<file path="src/rtl/hazard_ctrl_pkg.sv">
`default_nettype none
// ============================================================================
// Package     : pipe_ctrl_pkg
// Description : Shared state encodings, opcode constants and decode helper
//               for the pipeline sequencing controller.
// Revision    : 1.0  initial release
// ============================================================================
package pipe_ctrl_pkg;

    typedef enum logic [1:0] {
        RUN      = 2'd0,
        LU_STALL = 2'd1,
        FREEZE   = 2'd2
    } state_e;

    localparam logic [5:0] OP_RTYPE = 6'h00;
    localparam logic [5:0] OP_BEQ   = 6'h04;
    localparam logic [5:0] OP_BNE   = 6'h05;
    localparam logic [5:0] OP_SW    = 6'h2B;
    localparam logic [5:0] OP_LW    = 6'h23;

    localparam int MEMREAD_BIT = 1;

    // Opcodes whose rt field is a source operand rather than a destination.
    function automatic logic uses_rt(input logic [5:0] op);
        return (op == OP_RTYPE) || (op == OP_BEQ) || (op == OP_BNE) || (op == OP_SW);
    endfunction

endpackage
`default_nettype wire

</file>
<file path="src/rtl/hazard_ctrl_sat_counter.sv">
`default_nettype none
// ============================================================================
// Module      : sat_counter
// Description : Event counter that increments on inc and sticks at all-ones.
// Revision    : 1.0  initial release
// ============================================================================
module sat_counter #(
    parameter int W = 16
) (
    input  logic         clk,
    input  logic         rst,
    input  logic         inc,
    output logic [W-1:0] count
);

    logic [W-1:0] count_q;
    logic [W-1:0] count_d;

    // Next count: step by one unless already saturated.
    always_comb begin
        count_d = count_q;
        if (inc && (count_q != '1)) begin
            count_d = count_q + 1'b1;
        end
    end

    // Count register with synchronous clear.
    always_ff @(posedge clk) begin
        if (rst) begin
            count_q <= '0;
        end else begin
            count_q <= count_d;
        end
    end

    assign count = count_q;

endmodule
`default_nettype wire

</file>
<file path="src/rtl/hazard_ctrl.sv">
`default_nettype none
// ============================================================================
// Module      : hazard_ctrl
// Description : Load-use stall, branch flush and memory-busy freeze control
//               for a 5-stage MIPS pipeline, with saturating event counters.
// Revision    : 1.0  initial release
// ============================================================================
module hazard_ctrl
    import pipe_ctrl_pkg::*;
#(
    parameter int LOAD_STALL_CYCLES = 1,
    parameter int CNT_W             = 16
) (
    input  logic             clk,
    input  logic             rst,
    input  logic [31:0]      instr_IFID,
    input  logic [2:0]       mem_IDEX,
    input  logic [4:0]       instr20_16_IDEX,
    input  logic             branch_taken_EXMEM,
    input  logic             dmem_busy,
    output logic             pc_write,
    output logic             ifid_write,
    output logic             ifid_flush,
    output logic             idex_bubble,
    output logic             idex_flush,
    output logic             exmem_flush,
    output logic             pipe_hold,
    output logic [1:0]       state,
    output logic [CNT_W-1:0] stall_cnt,
    output logic [CNT_W-1:0] flush_cnt,
    output logic [CNT_W-1:0] freeze_cnt
);

    localparam logic [1:0] C_REM_INIT = 2'(LOAD_STALL_CYCLES - 1);

    state_e     state_q, state_d;
    state_e     ret_q, ret_d;
    logic [1:0] rem_q, rem_d;

    state_e     w_eff_state;
    logic       w_lu;
    logic       w_flush_inc;
    logic       w_unused;

    // On the cycle memory releases, behave as the state that was frozen.
    assign w_eff_state = ((state_q == FREEZE) && !dmem_busy) ? ret_q : state_q;

    // Load in ID/EX writing a register the IF/ID instruction reads.
    assign w_lu = mem_IDEX[MEMREAD_BIT] && (instr20_16_IDEX != 5'd0) &&
                  ((instr20_16_IDEX == instr_IFID[25:21]) ||
                   (uses_rt(instr_IFID[31:26]) && (instr20_16_IDEX == instr_IFID[20:16])));

    assign w_flush_inc = branch_taken_EXMEM && !dmem_busy;
    assign w_unused    = ^{mem_IDEX[2], mem_IDEX[0], instr_IFID[15:0]};

    // Prioritised next-state and Mealy output decode.
    always_comb begin
        pc_write    = 1'b1;
        ifid_write  = 1'b1;
        ifid_flush  = 1'b0;
        idex_bubble = 1'b0;
        idex_flush  = 1'b0;
        exmem_flush = 1'b0;
        pipe_hold   = 1'b0;
        state_d     = RUN;
        ret_d       = ret_q;
        rem_d       = rem_q;
        if (rst) begin
            pc_write    = 1'b0;
            ifid_write  = 1'b0;
            ifid_flush  = 1'b1;
            idex_flush  = 1'b1;
            exmem_flush = 1'b1;
            ret_d       = RUN;
            rem_d       = 2'd0;
        end else if (dmem_busy) begin
            pc_write   = 1'b0;
            ifid_write = 1'b0;
            pipe_hold  = 1'b1;
            state_d    = FREEZE;
            if (state_q != FREEZE) begin
                ret_d = state_q;
            end
        end else if (branch_taken_EXMEM) begin
            ifid_flush  = 1'b1;
            idex_flush  = 1'b1;
            exmem_flush = 1'b1;
            rem_d       = 2'd0;
        end else if (w_eff_state == LU_STALL) begin
            pc_write    = 1'b0;
            ifid_write  = 1'b0;
            idex_bubble = 1'b1;
            rem_d       = rem_q - 2'd1;
            state_d     = (rem_q == 2'd1) ? RUN : LU_STALL;
        end else if (w_lu) begin
            pc_write    = 1'b0;
            ifid_write  = 1'b0;
            idex_bubble = 1'b1;
            if (LOAD_STALL_CYCLES > 1) begin
                state_d = LU_STALL;
                rem_d   = C_REM_INIT;
            end
        end
    end

    // Controller state registers; reset values come from the decode above.
    always_ff @(posedge clk) begin
        state_q <= state_d;
        ret_q   <= ret_d;
        rem_q   <= rem_d;
    end

    assign state = state_q;

    sat_counter #(.W(CNT_W)) u_stall_cnt (
        .clk   (clk),
        .rst   (rst),
        .inc   (idex_bubble),
        .count (stall_cnt)
    );

    sat_counter #(.W(CNT_W)) u_flush_cnt (
        .clk   (clk),
        .rst   (rst),
        .inc   (w_flush_inc),
        .count (flush_cnt)
    );

    sat_counter #(.W(CNT_W)) u_freeze_cnt (
        .clk   (clk),
        .rst   (rst),
        .inc   (pipe_hold),
        .count (freeze_cnt)
    );

endmodule
`default_nettype wire

</file>
<file path="config.mk">
export PLATFORM = sky130hd
export DESIGN_NAME = hazard_ctrl
export DESIGN_NICKNAME = d
export VERILOG_FILES = /design/src/rtl/hazard_ctrl_pkg.sv /design/src/rtl/hazard_ctrl_sat_counter.sv /design/src/rtl/hazard_ctrl.sv
export SDC_FILE = /design/constraint.sdc
export NUM_CORES = 1
export LEC_CHECK = 0
export ABC_AREA = 1
export CAP_MARGIN = 20
export CORE_ASPECT_RATIO = 0.9
export CORE_UTILIZATION = 40
export DETAILED_ROUTE_END_ITERATION = 8
export PLACE_DENSITY = 0.69
export SYNTH_ARGS = -nofsm -noshare
export SYNTH_HDL_FRONTEND = slang
export SYNTH_SLANG_ARGS = --single-unit
</file>
<file path="constraint.sdc">
create_clock -name clk -period 5 [get_ports clk]
set_input_delay 1 -clock clk [delete_from_list [all_inputs] [get_ports clk]]
set_output_delay 1 -clock clk [all_outputs]
set_load 0.02 [all_outputs]
</file>
# Word level (Yosys, flattened, before mapping)
# Index checks and enable logic that the tools add are counted.
# Widths: inputs -> output; s select.
# classes
bitwise_logic,2
n_eq_ne,12
add_sub_neg,4
n_mux,22
n_reduce_logical,19
# op_table
operator,count
$add 16x1->16 const B,3
$ne 16x16->1 const B,3
$mux 1,18
$eq 6x3->1 const B,2
$eq 5x5->1,2
$logic_and 1x1->1,8
$mux 2,4
$eq 6x6->1 const B,1
$logic_not 6->1,1
$reduce_bool 5->1,1
$eq 2x1->1 const B,2
$logic_or 1x1->1,4
$reduce_and 2->1,2
$reduce_or 4->1,1
$eq 2x2->1 const B,1
$ne 2x2->1 const B,1
$not 1->1,2
$reduce_bool 2->1,1
$sub 2x1->2 const B,1
$logic_not 1->1,1
# totals
input_bits,44
regBits,54
out_inout_bits,57

# Logic depth before layout (Yosys ltp)
# depth
ltp_word,13
mapped_depth,13

# Modules after synthesis
# Synthesis repeated with hierarchy kept, for this count alone.
# hier_totals
cells_unflattened,551
hier_area_um2,3353.2
# by_module_without_submodules
mod,cells_each,area_each_um2,n_inst
sat_counter,149,929.6,3
hazard_ctrl,104,564.3,1

# Least setup slack after synthesis
# Ideal clock, no wire load.
# synth_path
path_kind,input -> output
start,in dmem_busy
end,out pc_write
cell_stages,5
arrival_ns,2.357
path_slack_ns,1.643
n_path_buf,2
required_ns,4.000
cell_sequence,nor2_1 clkbuf_1 inv_2 nor2_1 buf_4
# synth_between
elab_chain_len,8
# synth_lines
item,line,source
start: declaration,hazard_ctrl.sv:20,"input logic dmem_busy,"
$logic_not 1->1,hazard_ctrl.sv:46,assign w_eff_state = ((state_q == FREEZE) && !dmem_busy) ? ret_q : state_q;
$logic_and 1x1->1,hazard_ctrl.sv:46,
$mux 2,hazard_ctrl.sv:46,
$eq 2x1->1,hazard_ctrl.sv:89,end else if (w_eff_state == LU_STALL) begin
$mux 1 (2 in a row),n/a,
$mux 1 (*) (2 in a row),n/a,
end: declaration,hazard_ctrl.sv:21,"output logic pc_write,"
# Mark *: on every way between the ends. The rest lies on a longest branch, timed or not.

# Worst setup path in the final report
# layout_path
start,in instr20_16_IDEX[3]
end,out ifid_write
# layout_between
elab_chain_len,9
word_cells_on_any_way,12
# layout_lines
item,line,source
start: declaration,hazard_ctrl.sv:18,"input logic [4:0] instr20_16_IDEX,"
$eq 5x5->1,hazard_ctrl.sv:51,(uses_rt(instr_IFID[31:26]) && (instr20_16_IDEX == instr_IFID[20:16])));
$logic_and 1x1->1,hazard_ctrl.sv:51,
$logic_or 1x1->1,hazard_ctrl.sv:50,((instr20_16_IDEX == instr_IFID[25:21]) ||
$logic_and 1x1->1 (*),hazard_ctrl.sv:49,assign w_lu = mem_IDEX[MEMREAD_BIT] && (instr20_16_IDEX != 5'd0) &&
$mux 1 (*),hazard_ctrl.sv:95,end else if (w_lu) begin
$mux 1 (*),hazard_ctrl.sv:89,
$mux 1 (*),hazard_ctrl.sv:84,end else if (branch_taken_EXMEM) begin
$mux 1 (*),hazard_ctrl.sv:76,end else if (dmem_busy) begin
$mux 1 (*),hazard_ctrl.sv:68,if (rst) begin
end: declaration,hazard_ctrl.sv:22,"output logic ifid_write,"
# Marks and branches as above.

==> metrics.md <==
| Metric | Value |
|---|---|
| DRC | `0` |
| RSZ-0062 raised after global routing | `false` |
| Worst-path maximum fanout | `18` |
| Total iterations of the first detailed-routing run | `4` |
| Crit end category | `output pin` |
| CTS tree | `done` |
| CP max stage delay | `630 ps` |
| Largest family of logic cells by synthesized area | `simple AND/OR/NAND/NOR gates` |
| R2r setup slk | `2990 ps` |
| Root buffer cell | `clkbuf_8` |
| Most common cell after layout, fill and taps aside | `nand2_1` |
| Yosys reg bits | `54` |
| Post-route minimum period | `4120 ps` |
| Port bufs | `82` |
| Simple-gate share of the synthesized area | `0.360` |
| Syn_nets | `510` |
| Clk_skew | `7.86 ps` |
| Drt via density | `4.98` |
| Layout area overhead | `31.7%` |
| Gr ovfl total | `0` |
| CP top delay family | `buffers and inverters` |
| Fmax | `243 MHz` |
| WL final | `7600 um` |
| Cell Chain, Critical Path | `clkdlybuf4s50_1 -> nor3_1 -> nand3_1 -> nand3_1 -> inv_1 -> nand2_1 -> nand2_2 -> nor2_1 -> clkdlybuf4s50_1` |
| Adder-cell share of the synthesized area | `0.0161` |
| Final ANT Viol Nets | `0` |
| WP data arrival | `3120 ps` |
| Status | `finished, final reports clean` |
| Core box area | `0.00751 mm^2` |
| Min-Delay Endpoint | `rem_q[1]$_SDFFE_PP0P_` |
| Setup Buffers After CTS | `0` |
| Setup crit start kind | `input port` |
| Hold Crit Class | `reg2reg` |
| Final hold violations | `0` |
| Max-cap viol count | `0` |
| Avg Inst Size Synth | `6.71 um^2` |
| Site row count | `30` |
| Via count | `3179` |
| Post-Synthesis Cells | `462` |
| Finished Layout Cells | `638` |
| Area of the multi-input gates | `0.00172 mm^2` |
| Gr usage total | `0.196` |
| Post-Synth XOR/XNOR Area | `0.0593` |
| Placed insts | `630` |
| # setup viols final | `0` |
| Wire per inst | `11.9 um` |
| Slowest CP cell | `clkdlybuf4s50_1` |
| Number of CTS-inserted buffers | `5` |
| Synth unique cells | `33` |
| Iteration-0 DRC Markers | `152` |
| CTS clk-pin slew, worst paths | `100 ps` |
| Die Wd | `94.8 um` |
| Maximum vdd drop | `117 uV` |
| Worst skew pair latency | `300 ps` |
| Die area | `0.00811 mm^2` |
| Pins Over Slew Limit | `0` |
| Post-synthesis sequential area ratio | `0.349` |
| PD cells | `189 mW/mm^2` |
| First-pass GRT wire length | `13000 um` |
| Slew @ Worst Pin | `405 ps` |
| Largest net degree at the start of global routing | `32` |
| Cell area after synthesis | `0.00310 mm^2` |
| R2R cell count | `9` |
| R2r endpoint | `u_stall_cnt.count[0]$_SDFFE_PP0P_` |
| WP data required | `4000 ps` |
| Final nets | `589` |
| Clk sink count | `54` |
| Final worst-path cycle share | `0.824` |
| Mux cell area share after synthesis | `0` |
| Fillers | `753` |
| Antenna cell count | `0` |
| Commonest cells after routing, fill and taps aside | `nand2_1 (105), clkdlybuf4s50_1 (82), nor2_1 (62)` |
| Placer Congestion | `0.893` |
| Min-Delay Path Depth | `2` |
| Die height | `85.5 um` |
| Max transition margin | `0.730` |
| Ports | `101` |
| Detailed placement HPWL | `5700 um` |
| Vias in the first global route | `2954` |
| R2r startpoint | `u_stall_cnt.count[0]$_SDFFE_PP0P_` |
| Initial antenna violation count | `0` |
| Layout cells sized above 1 | `0.0664` |
| Worst path bufs/invs | `3` |
| PostCTS Resize Cnt | `0` |
| Leak | `1.49 nW` |
| Setup TNS | `0 ps` |
| FF/Latch Area | `0.00108 mm^2` |
| Synth Area in Compound Gates | `0.119` |
| Initial Util | `0.413` |
| Syn. warnings | `0` |
| Hold path start | `rem_q[1]$_SDFFE_PP0P_` |
| Htree depth | `2` |
| CTS Buffer Depth | `2` |
| Crit path kind | `in2out` |
| # hold bufs at CTS | `0` |
state kept, by name (all words and copies together) (netlist names):
name and count:
state 2, ret_q 2, u_stall_cnt.count 16, u_freeze_cnt.count 16, rem_q 2, u_flush_cnt.count 16
power breakdown:
part / leakage [nW] / switching (mW) / internal [mW]
registers: 0.436 / 0.00358 / 0.433
clock network: 0.0482 / 0.137 / 0.112
logic: 1.01 / 0.0458 / 0.0407
Yosys cell counts:
| cell type | number | area (um^2) |
|---|---|---|
| nor3_2 | 1 | 10.0 |
| nand2_1 | 105 | 394 |
| buf_6 | 1 | 11.3 |
| nand4_1 | 25 | 156 |
| nor3b_1 | 6 | 45.0 |
| o21a_1 | 1 | 7.51 |
| nand2_2 | 2 | 12.5 |
| nand3_1 | 22 | 110 |
| or2_1 | 1 | 6.26 |
| xnor2_1 | 8 | 70.1 |
| clkbuf_1 | 6 | 22.5 |
| nand3_4 | 1 | 17.5 |
| buf_2 | 3 | 15.0 |
| clkinv_1 | 3 | 11.3 |
| o21ai_0 | 10 | 50.1 |
| inv_1 | 50 | 188 |
| a31oi_1 | 2 | 12.5 |
| nor2_1 | 62 | 233 |
| nand3_2 | 1 | 10.0 |
| a21oi_2 | 9 | 78.8 |
| nor3_1 | 13 | 65.1 |
| buf_4 | 3 | 22.5 |
| a21oi_1 | 30 | 150 |
| ha_1 | 4 | 50.1 |
| o21ai_1 | 12 | 60.1 |
| inv_2 | 8 | 30.0 |
| nor4_1 | 2 | 12.5 |
| nor3b_4 | 1 | 18.8 |
| o21ba_2 | 1 | 10.0 |
| nand3b_4 | 1 | 20.0 |
| nor2_2 | 1 | 6.26 |
| xor2_1 | 13 | 114 |
| dfxtp_1 | 54 | 1080 |
layout make-up:
class,instances,share of cell area
tap,96,0.0294
inverter,61,0.0560
clock inverter,1,0.00123
clock buffer,7,0.0211
timing repair buffer,85,0.206
sequential,54,0.265
multi-input combinational,334,0.421
worst max path at each step:
| stage | startpoint | end | slack (ps) | cells past startpoint |
|---|---|---|---|---|
| floorplan | dmem_busy | pc_write | 1640 | 5 |
| global placement | instr20_16_IDEX[3] | ifid_write | 870 | 9 |
| detailed placement | instr20_16_IDEX[3] | ifid_write | 860 | 10 |
| CTS | instr20_16_IDEX[3] | ifid_write | 850 | 10 |
| global route | instr20_16_IDEX[3] | ifid_write | 690 | 9 |
| finish | instr20_16_IDEX[3] | ifid_write | 880 | 9 |
logic make-up (layout without fill, tap and decap cells):
| family | after synthesis | after routing |
|---|---|---|
| buf+inv | 74 | 154 |
| simple gates | 244 | 244 |
| compound gates | 65 | 65 |
| fa+ha+maj | 4 | 4 |
| xor+xnor | 21 | 21 |
| flops | 54 | 54 |
layer usage:
metal | routed length [um] | global-route usage
met4 | 57 | 0.0455
met3 | 304 | 0.0328
met5 | 0 | 0
met2 | 3620 | 0.337
met1 | 3620 | 0.256
stage by stage:
stage	area [um^2]	hold WS, ps	worst slack [ps]	total power, mW	util
after floorplan	3100	440	1640	0.491	-
final	4090	480	878	0.772	0.544
after global placement	3990	452	874	0.532	0.532
after detailed placement	3990	474	858	0.534	0.532
after CTS	4090	488	854	0.782	0.544
after global routing	4090	506	691	0.809	0.544
worst register-to-register path, cell delays in order, from the launching register on:
cell and delay (ps):
dfxtp_1 410, ha_1 230, nand2_2 90, nor3b_4 290, nand3_2 120, nand3b_4 290, nand3_4 270, nand2_1 90
nand2_1 70, nor2_1 40
No activity file was read; power rests on OpenSTA's default activity.
